### config.mk
export PLATFORM = sky130hd
export DESIGN_NAME = ballot_unit_flat
export DESIGN_NICKNAME = d
export VERILOG_FILES = /design/src/rtl/voting_pkg.sv /design/src/rtl/ballot_unit_if.sv /design/src/rtl/btn_debounce.sv /design/src/rtl/ballot_unit.sv /design/src/flat_wrapper.sv
export SDC_FILE = /design/constraint.sdc
export NUM_CORES = 1
export LEC_CHECK = 0
export BUFFER_PORTS_ARGS = -buffer_cell sky130_fd_sc_hd__buf_2
export CAP_MARGIN = 20
export CORE_MARGIN = 3
export CORE_UTILIZATION = 40
export DETAILED_ROUTE_END_ITERATION = 16
export PLACE_DENSITY = 0.73
export SKIP_LAST_GASP = 1
export SLEW_MARGIN = 40
export SYNTH_ARGS = -nofsm -noshare
export SYNTH_HDL_FRONTEND = slang
export SYNTH_SLANG_ARGS = --single-unit
### constraint.sdc
create_clock -name clk -period 1.5 [get_ports clk]
set_clock_uncertainty 0.1 [all_clocks]
set_input_delay 0.3 -clock clk [delete_from_list [all_inputs] [get_ports clk]]
set_output_delay 0.3 -clock clk [all_outputs]
set_load 0.01 [all_outputs]
### src/rtl/voting_pkg.sv
// Shared ballot/tally definitions: candidate codes, ballot FSM states, button decode helpers.
package voting_pkg;

  localparam logic [2:0] CAND_NONE = 3'b000;
  localparam logic [2:0] CAND_1    = 3'b001;
  localparam logic [2:0] CAND_2    = 3'b010;
  localparam logic [2:0] CAND_3    = 3'b011;

  typedef enum logic [1:0] {
    IDLE    = 2'd0,
    ARMED   = 2'd1,
    CAST    = 2'd2,
    LOCKOUT = 2'd3
  } ballot_state_t;

  function automatic logic is_onehot(input logic [2:0] v);
    return (v == 3'b001) || (v == 3'b010) || (v == 3'b100);
  endfunction

  // Button bit position maps to candidate number; anything not one-hot is no vote.
  function automatic logic [2:0] cand_code(input logic [2:0] onehot);
    logic [2:0] code;
    code = CAND_NONE;
    case (onehot)
      3'b001:  code = CAND_1;
      3'b010:  code = CAND_2;
      3'b100:  code = CAND_3;
      default: code = CAND_NONE;
    endcase
    return code;
  endfunction

endpackage

### src/rtl/ballot_unit_if.sv
// Front-panel inputs and the candidate port towards the tally block, plus FSM state for observation.
interface ballot_unit_if;
  import voting_pkg::*;

  // candidate is a one-cycle valid strobe: nonzero means one vote, there is no
  // backpressure. ready is the voter lamp (ballot armed), not a flow-control signal.
  logic          arm;
  logic [2:0]    btn;
  logic [2:0]    candidate;
  logic          ready;
  logic          busy;
  logic          timeout;
  ballot_state_t state;
`ifdef BALLOT_AUDIT_EN
  logic [15:0]   ballots_cast;
  logic [15:0]   ballots_void;

  modport master (
    input  arm, btn,
    output candidate, ready, busy, timeout, state, ballots_cast, ballots_void
  );
  modport slave (
    output arm, btn,
    input  candidate, ready, busy, timeout, state, ballots_cast, ballots_void
  );
`else
  modport master (
    input  arm, btn,
    output candidate, ready, busy, timeout, state
  );
  modport slave (
    output arm, btn,
    input  candidate, ready, busy, timeout, state
  );
`endif

endinterface

### src/rtl/btn_debounce.sv
// Two-flop button synchronizer plus a stability counter; stable only for a held one-hot pattern.
module btn_debounce
  import voting_pkg::*;
#(
  parameter int DEBOUNCE_CYCLES = 4
) (
  input  logic       clk,
  input  logic       rst_n,
  input  logic [2:0] btn,
  output logic [2:0] sbtn,
  output logic       stable
);

  localparam int             CW      = $clog2(DEBOUNCE_CYCLES + 1);
  localparam logic [CW-1:0]  CNT_MAX = CW'(DEBOUNCE_CYCLES);

  logic [2:0]    sync1;
  logic [2:0]    sync2;
  logic [CW-1:0] cnt;

  // The count restarts on the edge where the synchronized value changes, so it
  // reaches CNT_MAX after DEBOUNCE_CYCLES further samples of the same pattern.
  always_ff @(posedge clk or negedge rst_n) begin
    if (!rst_n) begin
      sync1 <= '0;
      sync2 <= '0;
      cnt   <= '0;
    end else begin
      sync1 <= btn;
      sync2 <= sync1;
      if (sync1 != sync2) begin
        cnt <= '0;
      end else if (cnt != CNT_MAX) begin
        cnt <= cnt + CW'(1);
      end
    end
  end

  assign sbtn   = sync2;
  assign stable = (cnt == CNT_MAX) && is_onehot(sync2);

endmodule

### src/rtl/ballot_unit.sv
// Voter-side ballot entry: arm, debounced single press, one candidate strobe, lockout, timeout.
// Define BALLOT_AUDIT_EN to add saturating ballots_cast / ballots_void counters.
module ballot_unit
  import voting_pkg::*;
#(
  parameter int DEBOUNCE_CYCLES = 4,
  parameter int LOCKOUT_CYCLES  = 8,
  parameter int TIMEOUT_CYCLES  = 64
) (
  input  logic          clk,
  input  logic          rst_n,
  ballot_unit_if.master cand_if
);

  localparam int            TW       = $clog2(TIMEOUT_CYCLES + 1);
  localparam int            LW       = $clog2(LOCKOUT_CYCLES + 1);
  localparam logic [TW-1:0] TMO_LAST = TW'(TIMEOUT_CYCLES - 1);
  localparam logic [LW-1:0] LK_LAST  = LW'(LOCKOUT_CYCLES - 1);

  ballot_state_t state;
  ballot_state_t next_state;
  logic [2:0]    sbtn;
  logic          stable;
  logic [TW-1:0] tmo_cnt;
  logic [LW-1:0] lk_cnt;
  logic          tmo_fire;
  logic          cast_fire;
  logic [2:0]    candidate_q;
  logic          ready_q;
  logic          busy_q;
  logic          timeout_q;

  btn_debounce #(
    .DEBOUNCE_CYCLES(DEBOUNCE_CYCLES)
  ) u_debounce (
    .clk    (clk),
    .rst_n  (rst_n),
    .btn    (cand_if.btn),
    .sbtn   (sbtn),
    .stable (stable)
  );

  always_ff @(posedge clk or negedge rst_n) begin
    if (!rst_n) begin
      state <= IDLE;
    end else begin
      state <= next_state;
    end
  end

  // A stable press and timeout expiry in the same cycle resolve to a cast.
  always_comb begin
    next_state = state;
    tmo_fire   = 1'b0;
    cast_fire  = 1'b0;
    case (state)
      IDLE: begin
        if (cand_if.arm) next_state = ARMED;
      end
      ARMED: begin
        if (stable) begin
          next_state = CAST;
          cast_fire  = 1'b1;
        end else if (tmo_cnt == TMO_LAST) begin
          next_state = IDLE;
          tmo_fire   = 1'b1;
        end
      end
      CAST: begin
        next_state = LOCKOUT;
      end
      LOCKOUT: begin
        if ((lk_cnt == LK_LAST) && (sbtn == 3'b000)) next_state = IDLE;
      end
      default: begin
        next_state = IDLE;
      end
    endcase
  end

  // Both timers sit at zero outside their state, which gives the clear-on-entry.
  always_ff @(posedge clk or negedge rst_n) begin
    if (!rst_n) begin
      tmo_cnt <= '0;
      lk_cnt  <= '0;
    end else begin
      if (state != ARMED) begin
        tmo_cnt <= '0;
      end else if (tmo_cnt != TMO_LAST) begin
        tmo_cnt <= tmo_cnt + TW'(1);
      end
      if (state != LOCKOUT) begin
        lk_cnt <= '0;
      end else if (lk_cnt != LK_LAST) begin
        lk_cnt <= lk_cnt + LW'(1);
      end
    end
  end

  // Outputs are registered from next_state so they line up with the state they describe.
  always_ff @(posedge clk or negedge rst_n) begin
    if (!rst_n) begin
      candidate_q <= CAND_NONE;
      ready_q     <= 1'b0;
      busy_q      <= 1'b0;
      timeout_q   <= 1'b0;
    end else begin
      candidate_q <= cast_fire ? cand_code(sbtn) : CAND_NONE;
      ready_q     <= (next_state == ARMED);
      busy_q      <= (next_state == CAST) || (next_state == LOCKOUT);
      timeout_q   <= tmo_fire;
    end
  end

  assign cand_if.candidate = candidate_q;
  assign cand_if.ready     = ready_q;
  assign cand_if.busy      = busy_q;
  assign cand_if.timeout   = timeout_q;
  assign cand_if.state     = state;

`ifdef BALLOT_AUDIT_EN
  logic [15:0] cast_cnt;
  logic [15:0] void_cnt;

  always_ff @(posedge clk or negedge rst_n) begin
    if (!rst_n) begin
      cast_cnt <= '0;
      void_cnt <= '0;
    end else begin
      if (cast_fire && (cast_cnt != 16'hFFFF)) cast_cnt <= cast_cnt + 16'd1;
      if (tmo_fire && (void_cnt != 16'hFFFF))  void_cnt <= void_cnt + 16'd1;
    end
  end

  assign cand_if.ballots_cast = cast_cnt;
  assign cand_if.ballots_void = void_cnt;
`endif

endmodule

### src/flat_wrapper.sv
// flat-port wrapper written by rule: the top's interface ports become plain ports
module ballot_unit_flat import voting_pkg::*;
#(
  parameter int DEBOUNCE_CYCLES = 4,
  parameter int LOCKOUT_CYCLES  = 8,
  parameter int TIMEOUT_CYCLES  = 64
)
  (clk, rst_n, cand_if_arm, cand_if_btn, cand_if_candidate, cand_if_ready, cand_if_busy, cand_if_timeout, cand_if_state);
  ballot_unit_if cand_if_i ();
  input  logic clk;
  input  logic rst_n;
  input wire logic [$bits(cand_if_i.arm)-1:0] cand_if_arm;
  input wire logic [$bits(cand_if_i.btn)-1:0] cand_if_btn;
  output wire logic [$bits(cand_if_i.candidate)-1:0] cand_if_candidate;
  output wire logic [$bits(cand_if_i.ready)-1:0] cand_if_ready;
  output wire logic [$bits(cand_if_i.busy)-1:0] cand_if_busy;
  output wire logic [$bits(cand_if_i.timeout)-1:0] cand_if_timeout;
  output wire logic [$bits(cand_if_i.state)-1:0] cand_if_state;
  assign cand_if_i.arm = cand_if_arm;
  assign cand_if_i.btn = cand_if_btn;
  assign cand_if_candidate = cand_if_i.candidate;
  assign cand_if_ready = cand_if_i.ready;
  assign cand_if_busy = cand_if_i.busy;
  assign cand_if_timeout = cand_if_i.timeout;
  assign cand_if_state = cand_if_i.state;
  ballot_unit #(.DEBOUNCE_CYCLES(DEBOUNCE_CYCLES), .LOCKOUT_CYCLES(LOCKOUT_CYCLES), .TIMEOUT_CYCLES(TIMEOUT_CYCLES)) u_core (.clk(clk), .rst_n(rst_n), .cand_if(cand_if_i));
endmodule
==> results of run 1 <==
[metrics by stage]
step | instance area (µm²) | utilization [%] | instances
2_1_floorplan | 1200 | - | 112
3_3_place_gp | 1330 | 47.5 | 159
3_5_place_dp | 1330 | 47.5 | 159
4_1_cts | 1410 | 50.4 | 168
5_1_grt | 1420 | 50.6 | 168
6_report | 1420 | 50.6 | 168
[critical path: stages (launching register included)]
cell                      delay, ns
sky130_fd_sc_hd__dfrtp_1       0.43
sky130_fd_sc_hd__or4b_1        0.52
sky130_fd_sc_hd__o21ai_2       0.15
sky130_fd_sc_hd__o21ai_0       0.10
[cells in the mapped netlist]
library cell	n	area, µm²
sky130_fd_sc_hd__a211oi_1	1	7.51
sky130_fd_sc_hd__a21boi_0	1	7.51
sky130_fd_sc_hd__a21oi_1	5	25.0
sky130_fd_sc_hd__a31oi_1	5	31.3
sky130_fd_sc_hd__and3_1	1	6.26
sky130_fd_sc_hd__and3b_1	1	8.76
sky130_fd_sc_hd__buf_4	1	7.51
sky130_fd_sc_hd__clkbuf_1	1	3.75
sky130_fd_sc_hd__clkbuf_2	1	5.00
sky130_fd_sc_hd__conb_1	1	3.75
sky130_fd_sc_hd__dfrtp_1	27	676
sky130_fd_sc_hd__ha_1	4	50.1
sky130_fd_sc_hd__inv_1	5	18.8
sky130_fd_sc_hd__mux2i_1	3	30.0
sky130_fd_sc_hd__nand2_1	8	30.0
sky130_fd_sc_hd__nand2b_1	2	12.5
sky130_fd_sc_hd__nand3_1	5	25.0
sky130_fd_sc_hd__nand3b_1	2	15.0
sky130_fd_sc_hd__nand4_1	1	6.26
sky130_fd_sc_hd__nor2_1	8	30.0
sky130_fd_sc_hd__nor2b_1	2	12.5
sky130_fd_sc_hd__nor3_1	7	35.0
sky130_fd_sc_hd__o2111a_1	1	11.3
sky130_fd_sc_hd__o2111ai_1	1	8.76
sky130_fd_sc_hd__o211ai_1	2	15.0
sky130_fd_sc_hd__o21ai_0	8	40.0
sky130_fd_sc_hd__o21ai_2	1	8.76
sky130_fd_sc_hd__or4b_1	1	10.0
sky130_fd_sc_hd__xnor2_1	5	43.8
sky130_fd_sc_hd__xor2_1	1	8.76
[path summary, 6_finish.rpt]
check | depth (start not counted) | to | startpoint | slack (ns)
min in group asynchronous | 2 | u_core.tmo_cnt[6] | rst_n | 0.40
worst max register to register | 3 | u_core.cand_if.busy | u_core.u_debounce.sbtn[0] | 0.07
max in group asynchronous | 2 | u_core.u_debounce.sbtn[2] | rst_n | 0.49
worst min register to register | 0 | u_core.u_debounce.sbtn[1] | u_core.u_debounce.sync1[1] | 0.31
worst min-delay path | 3 | u_core.cand_if.ready | cand_if_arm | 0.14
worst max-delay path | 3 | u_core.cand_if.busy | u_core.u_debounce.sbtn[0] | 0.07
[state kept, by name (all words and copies together), names as in the netlist]
name	cells
u_core.cand_if.ready	1
u_core.lk_cnt	4
u_core.cand_if.state	2
u_core.tmo_cnt	7
u_core.cand_if.busy	1
u_core.u_debounce.sync1	3
u_core.cand_if.candidate	2
u_core.u_debounce.cnt	3
u_core.u_debounce.sbtn	3
u_core.cand_if.timeout	1
[what timing repair did]
item / 4_1_cts / 5_1_grt
cloned: 0 / 0
endpoints found under the setup margin: 1 / 4
resized for setup: 2 / 3
hold endpoints to repair: 30 / 0
pin swaps: 0 / 0
buffers inserted: 1 / 0
hold buffers: 4 / 0
[logic make-up after synthesis]
logic type / after synthesis
other cells: 1
simple gates: 38
xor+xnor: 6
mux: 3
compound gates: 25
buf+inv: 8
flops: 27
fa+ha+maj: 4
[cell type report]
class	instances	area share, %
multi-input cells	77	35.1
clock buffers	4	1.85
well taps	31	2.73
flip-flops and latches	27	47.7
inverters	5	1.32
repair buffers	24	11.3
[layer usage]
layer | vias to the layer above | wire length (µm) | track usage [%]
li1 | 443 | - | -
met2 | 30 | 992 | 19.2
met5 | - | 0 | 0
met4 | 0 | 14 | 2.79
met3 | 2 | 114 | 4.68
met1 | 417 | 1080 | 18.4
[power by group through the flow]
stage	logic [W]	clock network, W	registers [W]
global placement	0.000425	0	0.000945
CTS	0.000493	0.000311	0.000936
finish	0.000494	0.000295	0.000942
global route	0.000554	0.000342	0.000958
detailed placement	0.000448	0	0.000956
floorplan	0.000268	0	0.000951
==> impl_metrics.json, run 1 <==
{
  "worst_setup_hold_path_clk_slew_ns": 0.13,
  "power.net_switching_w": 0.000556,
  "yosysWarnings": 0,
  "final.period_utilization_pct": 95.3,
  "final.fill_count": 259,
  "syn_area_per_cell_um2": 10.7,
  "slew-limit-headroom_pct": 62.1,
  "hold_class": "input port to flop",
  "detailedPlacementHpwl_um": 1640,
  "via_per_inst": 5.31,
  "placement_rows": 19,
  "ff_latch_area_um2": 677,
  "power_per_cell_area_nw_per_um2": 1220,
  "floorplan.die_area_um2": 3680,
  "floorplan.initialDensity_pct": 42.6,
  "core_region_area_um2": 2810,
  "drc_violations_left": 0,
  "synth_seq_cells": 27,
  "multiInputGateArea_um2": 498,
  "timing_worst_setup_path_type": "flop to flop",
  "muxShareOfSynthArea_pct": 2.52,
  "synthesized_area_fraction_occupied_by_ao_oa_aoi_and_oai_cells_pct": 13.0,
  "cap_viol_max_count": 0,
  "wl_per_cell_um": 13.1,
  "synth-xor-area-share_pct": 4.40,
  "die_span_x_um": 60.6,
  "post_synth_instance_area_um2": 1190,
  "gp_congestion": 0.769,
  "drt_iter0_drc": 56,
  "dr.pass1.iters": 4,
  "worst-slew-pin-transition_ns": 0.569,
  "num_io_pins": 14,
  "total_congestion_overflow_after_global_routing": 0,
  "antenna_found_initial": 0,
  "finalPower_w": 0.00173,
  "synthesis.nets": 122,
  "setup.worst_path.start_class": "flop",
  "clock_tree.buffer_depth": 2,
  "clock-sinks": 27,
  "status": "completed",
  "clock_insertion_delay_worst_skew_ns": 0.31,
  "power.switching_fraction_pct": 32.1,
  "setup_ws_ns": 0.0700,
  "comb_power_share_pct": 28.6,
  "hold_slack_ns": 0.136,
  "numPortBuffers": 12,
  "crit_path_max_fanout": 4,
  "wirelength_um": 2200,
  "clock.fmax_mhz": 699,
  "worst-endpoint-required_ns": 1.59,
  "ant_nets": 0,
  "area_growth_syn_to_layout_pct": 18.9,
  "period_needed_ns": 1.43,
  "tritoncts": "built",
  "finalHoldViolCount": 0,
  "timing.setup.tns_ns": 0,
  "ctsRootBufferMaster": "sky130_fd_sc_hd__clkbuf_4",
  "grt_pass1_vias": 788,
  "num_antenna_cells": 0,
  "post_synth_and_or_nand_nor_area_fraction_pct": 16.0,
  "setup_violations": 0,
  "grt_max_degree": 28,
  "mostFrequentLayoutCell": "sky130_fd_sc_hd__dfrtp_1",
  "h-tree-depth": 1,
  "post_route_cells_drive_above_1_share_pct": 20.4,
  "dp_slack_ns": -0.0166,
  "synthDistinctLibCells": 30,
  "share_seq_of_total_power_pct": 54.4,
  "grt_pass1_wl_um": 3510,
  "yosys.area_share.adder_pct": 4.19,
  "leakage_nw": 0.651,
  "report.final.slew_viol_count": 0,
  "cp.arrival_ns": 1.52,
  "ys_seq_area_share_pct": 56.6,
  "groute.usage.overall_pct": 13.0,
  "tritoncts_buffers": 3,
  "nets": 148,
  "main_combinational_cell_family_by_area_after_synthesis": "simple AND/OR/NAND/NOR gates",
  "highest_ir_drop_seen_on_vdd_mv": 1.03,
  "p_int_w": 0.00117,
  "critPathCaptureType": "flop",
  "die_height_um": 60.6,
  "share_clk_of_total_power_pct": 17.0,
  "synthCells": 112,
  "via_count": 892,
  "final_cell_mix": "sky130_fd_sc_hd__dfrtp_1, sky130_fd_sc_hd__buf_2, sky130_fd_sc_hd__nor2_1, sky130_fd_sc_hd__nand2_1, sky130_fd_sc_hd__buf_4"
}
Power figures use the tool's default switching activity.
==> run 2, diff against run 1 <==
--- a/config.mk
+++ b/config.mk
@@ -9,10 +9,13 @@
 export CAP_MARGIN = 20
 export CORE_MARGIN = 3
 export CORE_UTILIZATION = 40
+export CTS_CLUSTER_DIAMETER = 40
 export DETAILED_ROUTE_END_ITERATION = 16
 export PLACE_DENSITY = 0.73
+export SKIP_CTS_REPAIR_TIMING = 1
 export SKIP_LAST_GASP = 1
 export SLEW_MARGIN = 40
 export SYNTH_ARGS = -nofsm -noshare
 export SYNTH_HDL_FRONTEND = slang
+export SYNTH_HIERARCHICAL = 1
 export SYNTH_SLANG_ARGS = --single-unit
==> run 2 against run 1 <==
  * The run now ends with negative setup slack left
  * Worst hold slack improved by 0.0020 ns
  * Clock power decreased by 2%
  * Combinational power increased by 15%
  * Setup slack got worse by 0.19 ns
  * Flip-flop and latch count decreased by 1
  * Power increased by 1.5%
  * Final cell count unchanged
  * Final area increased by 5.0%
  * Global-route usage decreased by 0.99 points
  * Sequential share of layout area decreased by 4.0 points
==> impl_metrics.json, run 2 <==
{
  "antenna_found_initial": 0,
  "synth_enable_flop_cells": 0,
  "clock_insertion_delay_worst_skew_ns": 0.31,
  "async_flop_share_pct": 100,
  "yosysWarnings": 6,
  "area_growth_syn_to_layout_pct": 30.9,
  "synthDominantAreaCellType": "sky130_fd_sc_hd__dfrtp_1",
  "setup_violations": 4,
  "clock_tree.buffer_depth": 2,
  "period_needed_ns": 1.62,
  "via_per_inst": 5.02,
  "synth_commonest_cells": "sky130_fd_sc_hd__dfrtp_1, sky130_fd_sc_hd__nor2_1, sky130_fd_sc_hd__xnor2_1",
  "highest_ir_drop_seen_on_vdd_mv": 1.03,
  "tritoncts": "built",
  "num_antenna_cells": 0,
  "setup_ws_ns": -0.117,
  "slew-limit-headroom_pct": 62.5,
  "num_io_pins": 14,
  "tritoncts_buffers": 3,
  "h-tree-depth": 1,
  "ctsRootBufferMaster": "sky130_fd_sc_hd__clkbuf_4",
  "drt_iter0_drc": 25,
  "ys_top_cells_by_area": "sky130_fd_sc_hd__dfrtp_1, sky130_fd_sc_hd__xnor2_1, sky130_fd_sc_hd__ha_1, sky130_fd_sc_hd__nor2_1, sky130_fd_sc_hd__nand2_1",
  "dr.pass1.iters": 4,
  "die_height_um": 59.4,
  "floorplan.die_area_um2": 3520,
  "post_synth_instance_area_um2": 1140,
  "worst-slew-pin-transition_ns": 0.562,
  "gp_congestion": 0.728,
  "synthesis.nets": 112,
  "floorplan.initialDensity_pct": 44.0,
  "final_cell_mix": "sky130_fd_sc_hd__dfrtp_1, sky130_fd_sc_hd__buf_4, sky130_fd_sc_hd__buf_2",
  "max_ffs_per_register": 7,
  "cap_viol_max_count": 0,
  "final.fill_count": 223,
  "final.period_utilization_pct": 108,
  "synthMostInstantiatedCell": "sky130_fd_sc_hd__dfrtp_1",
  "leakage_nw": 0.715,
  "grt_setup_unrepaired": "yes",
  "groute.usage.overall_pct": 12.0,
  "ys_dominant_reg_cell": "sky130_fd_sc_hd__dfrtp_1",
  "wl_per_cell_um": 12.7,
  "detailedPlacementHpwl_um": 1460,
  "critPathCaptureType": "flop",
  "violations_in_the_final_reports": "negative setup slack",
  "finalHoldViolCount": 0,
  "cp.arrival_ns": 1.74,
  "syn_area_per_cell_um2": 11.2,
  "die_span_x_um": 59.4,
  "report.final.slew_viol_count": 0,
  "grt_pass1_vias": 786,
  "largest_registers": "u_core/tmo_cnt (7), u_core/lk_cnt (4)",
  "clock.fmax_mhz": 618,
  "dp_slack_ns": -0.0890,
  "hold_slack_ns": 0.138,
  "hold_class": "input port to flop",
  "layout.cell_area.non_filler_um2": 1490,
  "power_per_cell_area_nw_per_um2": 1180,
  "crit_path_max_fanout": 3,
  "total_congestion_overflow_after_global_routing": 0,
  "synthDistinctLibCells": 30,
  "status": "complete, but fails checks",
  "via_count": 843,
  "drc_violations_left": 0,
  "ys_seq_area_share_pct": 57.1,
  "synth_top_area_share_pct": 57.1,
  "core_region_area_um2": 2590,
  "grt_pass1_wl_um": 3270,
  "mostFrequentLayoutCell": "sky130_fd_sc_hd__dfrtp_1",
  "numPortBuffers": 12,
  "max_flop_register": "u_core/tmo_cnt",
  "ant_nets": 0,
  "synth_seq_cells": 26,
  "timing_worst_setup_path_type": "flop to flop",
  "placement_rows": 18,
  "worst-endpoint-required_ns": 1.62,
  "post_route_cells_drive_above_1_share_pct": 37.7,
  "post_dp_cell_area_um2": 1330,
  "worst_setup_hold_path_clk_slew_ns": 0.14,
  "setup.worst_path.start_class": "flop",
  "clock-sinks": 26,
  "wirelength_um": 2130,
  "nets": 150,
  "synthCells": 102,
  "grt_max_degree": 27
}
[run 2: final timing paths]
check	from	endpoint	slack [ns]	depth (start not counted)
max in group asynchronous	rst_n	u_core/lk_cnt[0]	0.54	2
setup reg to reg	u_core/tmo_cnt[1]	u_core/cand_if.state[0]	-0.12	5
setup / recovery	u_core/tmo_cnt[1]	u_core/cand_if.state[0]	-0.12	5
hold reg to reg	u_core/u_debounce/sync1[2]	u_core/u_debounce/sbtn[2]	0.31	0
hold / removal	cand_if_arm	u_core/cand_if.ready	0.14	2
min in group asynchronous	rst_n	u_core/cand_if.candidate[1]	0.39	2
[run 2: layout make-up]
cell class	count	area, µm²	share of cell area, %
tap	30	37.5	2.52
inverter	2	7.51	0.504
sequential	26	651	43.7
multi-input combinational	70	510	34.3
timing repair buffer	37	262	17.5
clock buffer	3	22.5	1.51
[run 2: per-layer routing]
layer | vias to the layer above | share of wire, % | global-route usage [%]
met2 | 12 | 55 | 21.4
met4 | 0 | 0 | 0.971
met1 | 416 | 42 | 15.0
met5 | - | 0 | 0
li1 | 415 | - | -
met3 | 0 | 3.5 | 3.27
[run 2: per-stage QoR]
stage	cells	util (%)	setup TNS (ns)	power (W)
floorplan	102	-	-0.197	0.00119
global placement	156	51.4	-0.0279	0.00139
detailed placement	156	51.4	-0.234	0.00142
CTS	159	52.3	-0.369	0.00171
global route	168	57.5	-0.867	0.00187
finish	168	57.5	-0.314	0.00176
[run 2: cells by family after synthesis]
kind of cell,count (synthesis),synth area share [%]
DFF,26,57.1
muxes,2,1.76
xor gates and xnor gates,12,9.23
AOI/OAI and AO/OA,14,7.47
buffers and inverters,6,3.30
other,1,0.329
and+or+nand+nor,37,16.4
adders and majority gates,4,4.40
[run 2: worst max-delay path, cell delays in order (launching register included)]
cell and delay (ns):
sky130_fd_sc_hd__dfrtp_1 0.39, sky130_fd_sc_hd__ha_2 0.19, sky130_fd_sc_hd__nand3_2 0.10, sky130_fd_sc_hd__or3_4 0.34, sky130_fd_sc_hd__a22o_1 0.26, sky130_fd_sc_hd__nand2b_4 0.14
[run 2: where the power goes]
part | leakage, nW | internal, W | switching, W
Combinational | 0.371 | 0.000310 | 0.000258
Clock | 0.0138 | 0.0000939 | 0.000195
Sequential | 0.330 | 0.000812 | 0.0000884
==> run 3, diff against run 2 <==
--- a/config.mk
+++ b/config.mk
@@ -13,7 +13,6 @@
 export DETAILED_ROUTE_END_ITERATION = 16
 export PLACE_DENSITY = 0.73
 export SKIP_CTS_REPAIR_TIMING = 1
-export SKIP_LAST_GASP = 1
 export SLEW_MARGIN = 40
 export SYNTH_ARGS = -nofsm -noshare
 export SYNTH_HDL_FRONTEND = slang
==> run 3 against run 2 <==
  * The run still ends with negative setup slack left
  * Critical path depth stayed put
  * Final cell count stayed put
  * Sequential power hardly changed
  * Die area stayed put
  * Largest cell class unchanged
==> impl_metrics.json, run 3 (synthesized netlist as in run 2, its figures left out) <==
{
  "timing.rr.start": "u_core/tmo_cnt[1]",
  "ant_nets": 0,
  "drc_violations_left": 0,
  "report.final.slew_viol_count": 0,
  "finalPower_w": 0.00176,
  "cp_slowest_stage_delay_ns": 0.39,
  "num_io_pins": 14,
  "critPathCaptureType": "flop",
  "violations_in_the_final_reports": "negative setup slack",
  "floorplan.initialDensity_pct": 44.0,
  "cp.arrival_ns": 1.74,
  "tritoncts_buffers": 3,
  "core_region_area_um2": 2590,
  "grt_setup_unrepaired": "yes",
  "slowest_stage": "sky130_fd_sc_hd__dfrtp_1",
  "wl_per_cell_um": 12.7,
  "clock.fmax_mhz": 618,
  "via_count": 844,
  "crit_path_max_fanout": 3,
  "drt_iter0_drc": 22,
  "cp_cell_sequence": "ha_2, nand3_2, or3_4, a22o_1, nand2b_4",
  "via_per_inst": 5.02,
  "dr.pass1.iters": 4,
  "detailedPlacementHpwl_um": 1460,
  "grt_pass1_wl_um": 3270,
  "multiInputGateArea_um2": 515,
  "nets": 150,
  "grt_max_degree": 27,
  "total_congestion_overflow_after_global_routing": 0,
  "die_span_x_um": 59.4,
  "setup_violations": 4,
  "max_flop_register": "u_core/tmo_cnt",
  "highest_ir_drop_seen_on_vdd_mv": 1.03,
  "post_route_cells_drive_above_1_share_pct": 39.1,
  "clock-sinks": 26,
  "worst-slew-pin-transition_ns": 0.563,
  "ff2ff_setup_slack_ns": -0.12,
  "ff_latch_area_um2": 651,
  "tritoncts": "built",
  "min_from": "cand_if_arm",
  "wirelength_um": 2140,
  "worst_setup_hold_path_clk_slew_ns": 0.14,
  "mostFrequentLayoutCell": "sky130_fd_sc_hd__dfrtp_1",
  "setup_ws_ns": -0.117,
  "clock_tree.buffer_depth": 2,
  "power_per_cell_area_nw_per_um2": 1170,
  "period_needed_ns": 1.62,
  "startpoint": "u_core/tmo_cnt[1]",
  "final.period_utilization_pct": 108,
  "die_height_um": 59.4,
  "worst-endpoint-required_ns": 1.62,
  "place.detailed.instances": 156,
  "slew-limit-headroom_pct": 62.5,
  "status": "complete, but fails checks",
  "num_antenna_cells": 0,
  "largest_registers": "u_core/tmo_cnt (7), u_core/lk_cnt (4)",
  "timing_worst_setup_path_type": "flop to flop",
  "floorplan.die_area_um2": 3520,
  "leakage_nw": 0.712,
  "ctsRootBufferMaster": "sky130_fd_sc_hd__clkbuf_4",
  "clock_insertion_delay_worst_skew_ns": 0.31,
  "final.fill_count": 224,
  "grt_pass1_vias": 786,
  "antenna_found_initial": 0,
  "max_ffs_per_register": 7,
  "cap_viol_max_count": 0,
  "final_cell_mix": "sky130_fd_sc_hd__dfrtp_1, sky130_fd_sc_hd__buf_4, sky130_fd_sc_hd__buf_2",
  "groute.usage.overall_pct": 12.0,
  "placement_rows": 18,
  "numPortBuffers": 12,
  "area_growth_syn_to_layout_pct": 31.3,
  "hold_class": "input port to flop",
  "setup.worst_path.start_class": "flop",
  "final-instance-count-excl-fill": 168,
  "finalHoldViolCount": 0,
  "dp_slack_ns": -0.0890,
  "h-tree-depth": 1,
  "gp_congestion": 0.728
}
[run 3: final cells by class]
cell class | instances | share of cell area (%)
flip-flops and latches | 26 | 43.5
well taps | 30 | 2.51
inverters | 2 | 0.502
repair buffers | 37 | 17.5
multi-input cells | 70 | 34.5
clock buffers | 3 | 1.51
[run 3: metrics by stage]
stage	hold WS (ns)	utilization (%)	cell area (µm²)	setup TNS [ns]
3_5_place_dp	0.226	51.4	1330	-0.234
3_3_place_gp	0.219	51.4	1330	-0.0279
4_1_cts	-0.131	52.3	1360	-0.369
6_report	0.135	57.7	1500	-0.321
5_1_grt	0.123	57.7	1500	-0.852
2_1_floorplan	-0.0956	-	1140	-0.197
[run 3: final timing paths]
check | to | cells after the start
setup reg to reg | u_core/cand_if.state[0] | 5
max in group asynchronous | u_core/lk_cnt[0] | 2
hold reg to reg | u_core/u_debounce/sbtn[2] | 0
min in group asynchronous | u_core/cand_if.candidate[1] | 2
setup / recovery | u_core/cand_if.state[0] | 5
hold / removal | u_core/cand_if.ready | 2
[run 3: worst max-delay path: cells and delay by family, from the launching register on]
kind / cells / cell delay [ns]
adder cells (fa/ha/maj): 1 / 0.19
AO/OA/AOI/OAI: 1 / 0.26
AND/OR/NAND/NOR: 3 / 0.58
flip-flops: 1 / 0.39
[run 3: report_power, final]
part | internal, W | leakage, nW | switching (W)
sequential | 0.000812 | 0.330 | 0.0000896
combinational | 0.000311 | 0.368 | 0.000256
clock | 0.0000939 | 0.0138 | 0.000195
total | 0.00122 | 0.712 | 0.000540
[run 3: routing by layer]
metal / vias up / global-route usage [%] / wire (µm)
met2: 10 / 21.4 / 1170
met4: 0 / 0.971 / 0
met5: - / 0 / 0
li1: 415 / - / -
met3: 0 / 3.27 / 72
met1: 419 / 15.0 / 897
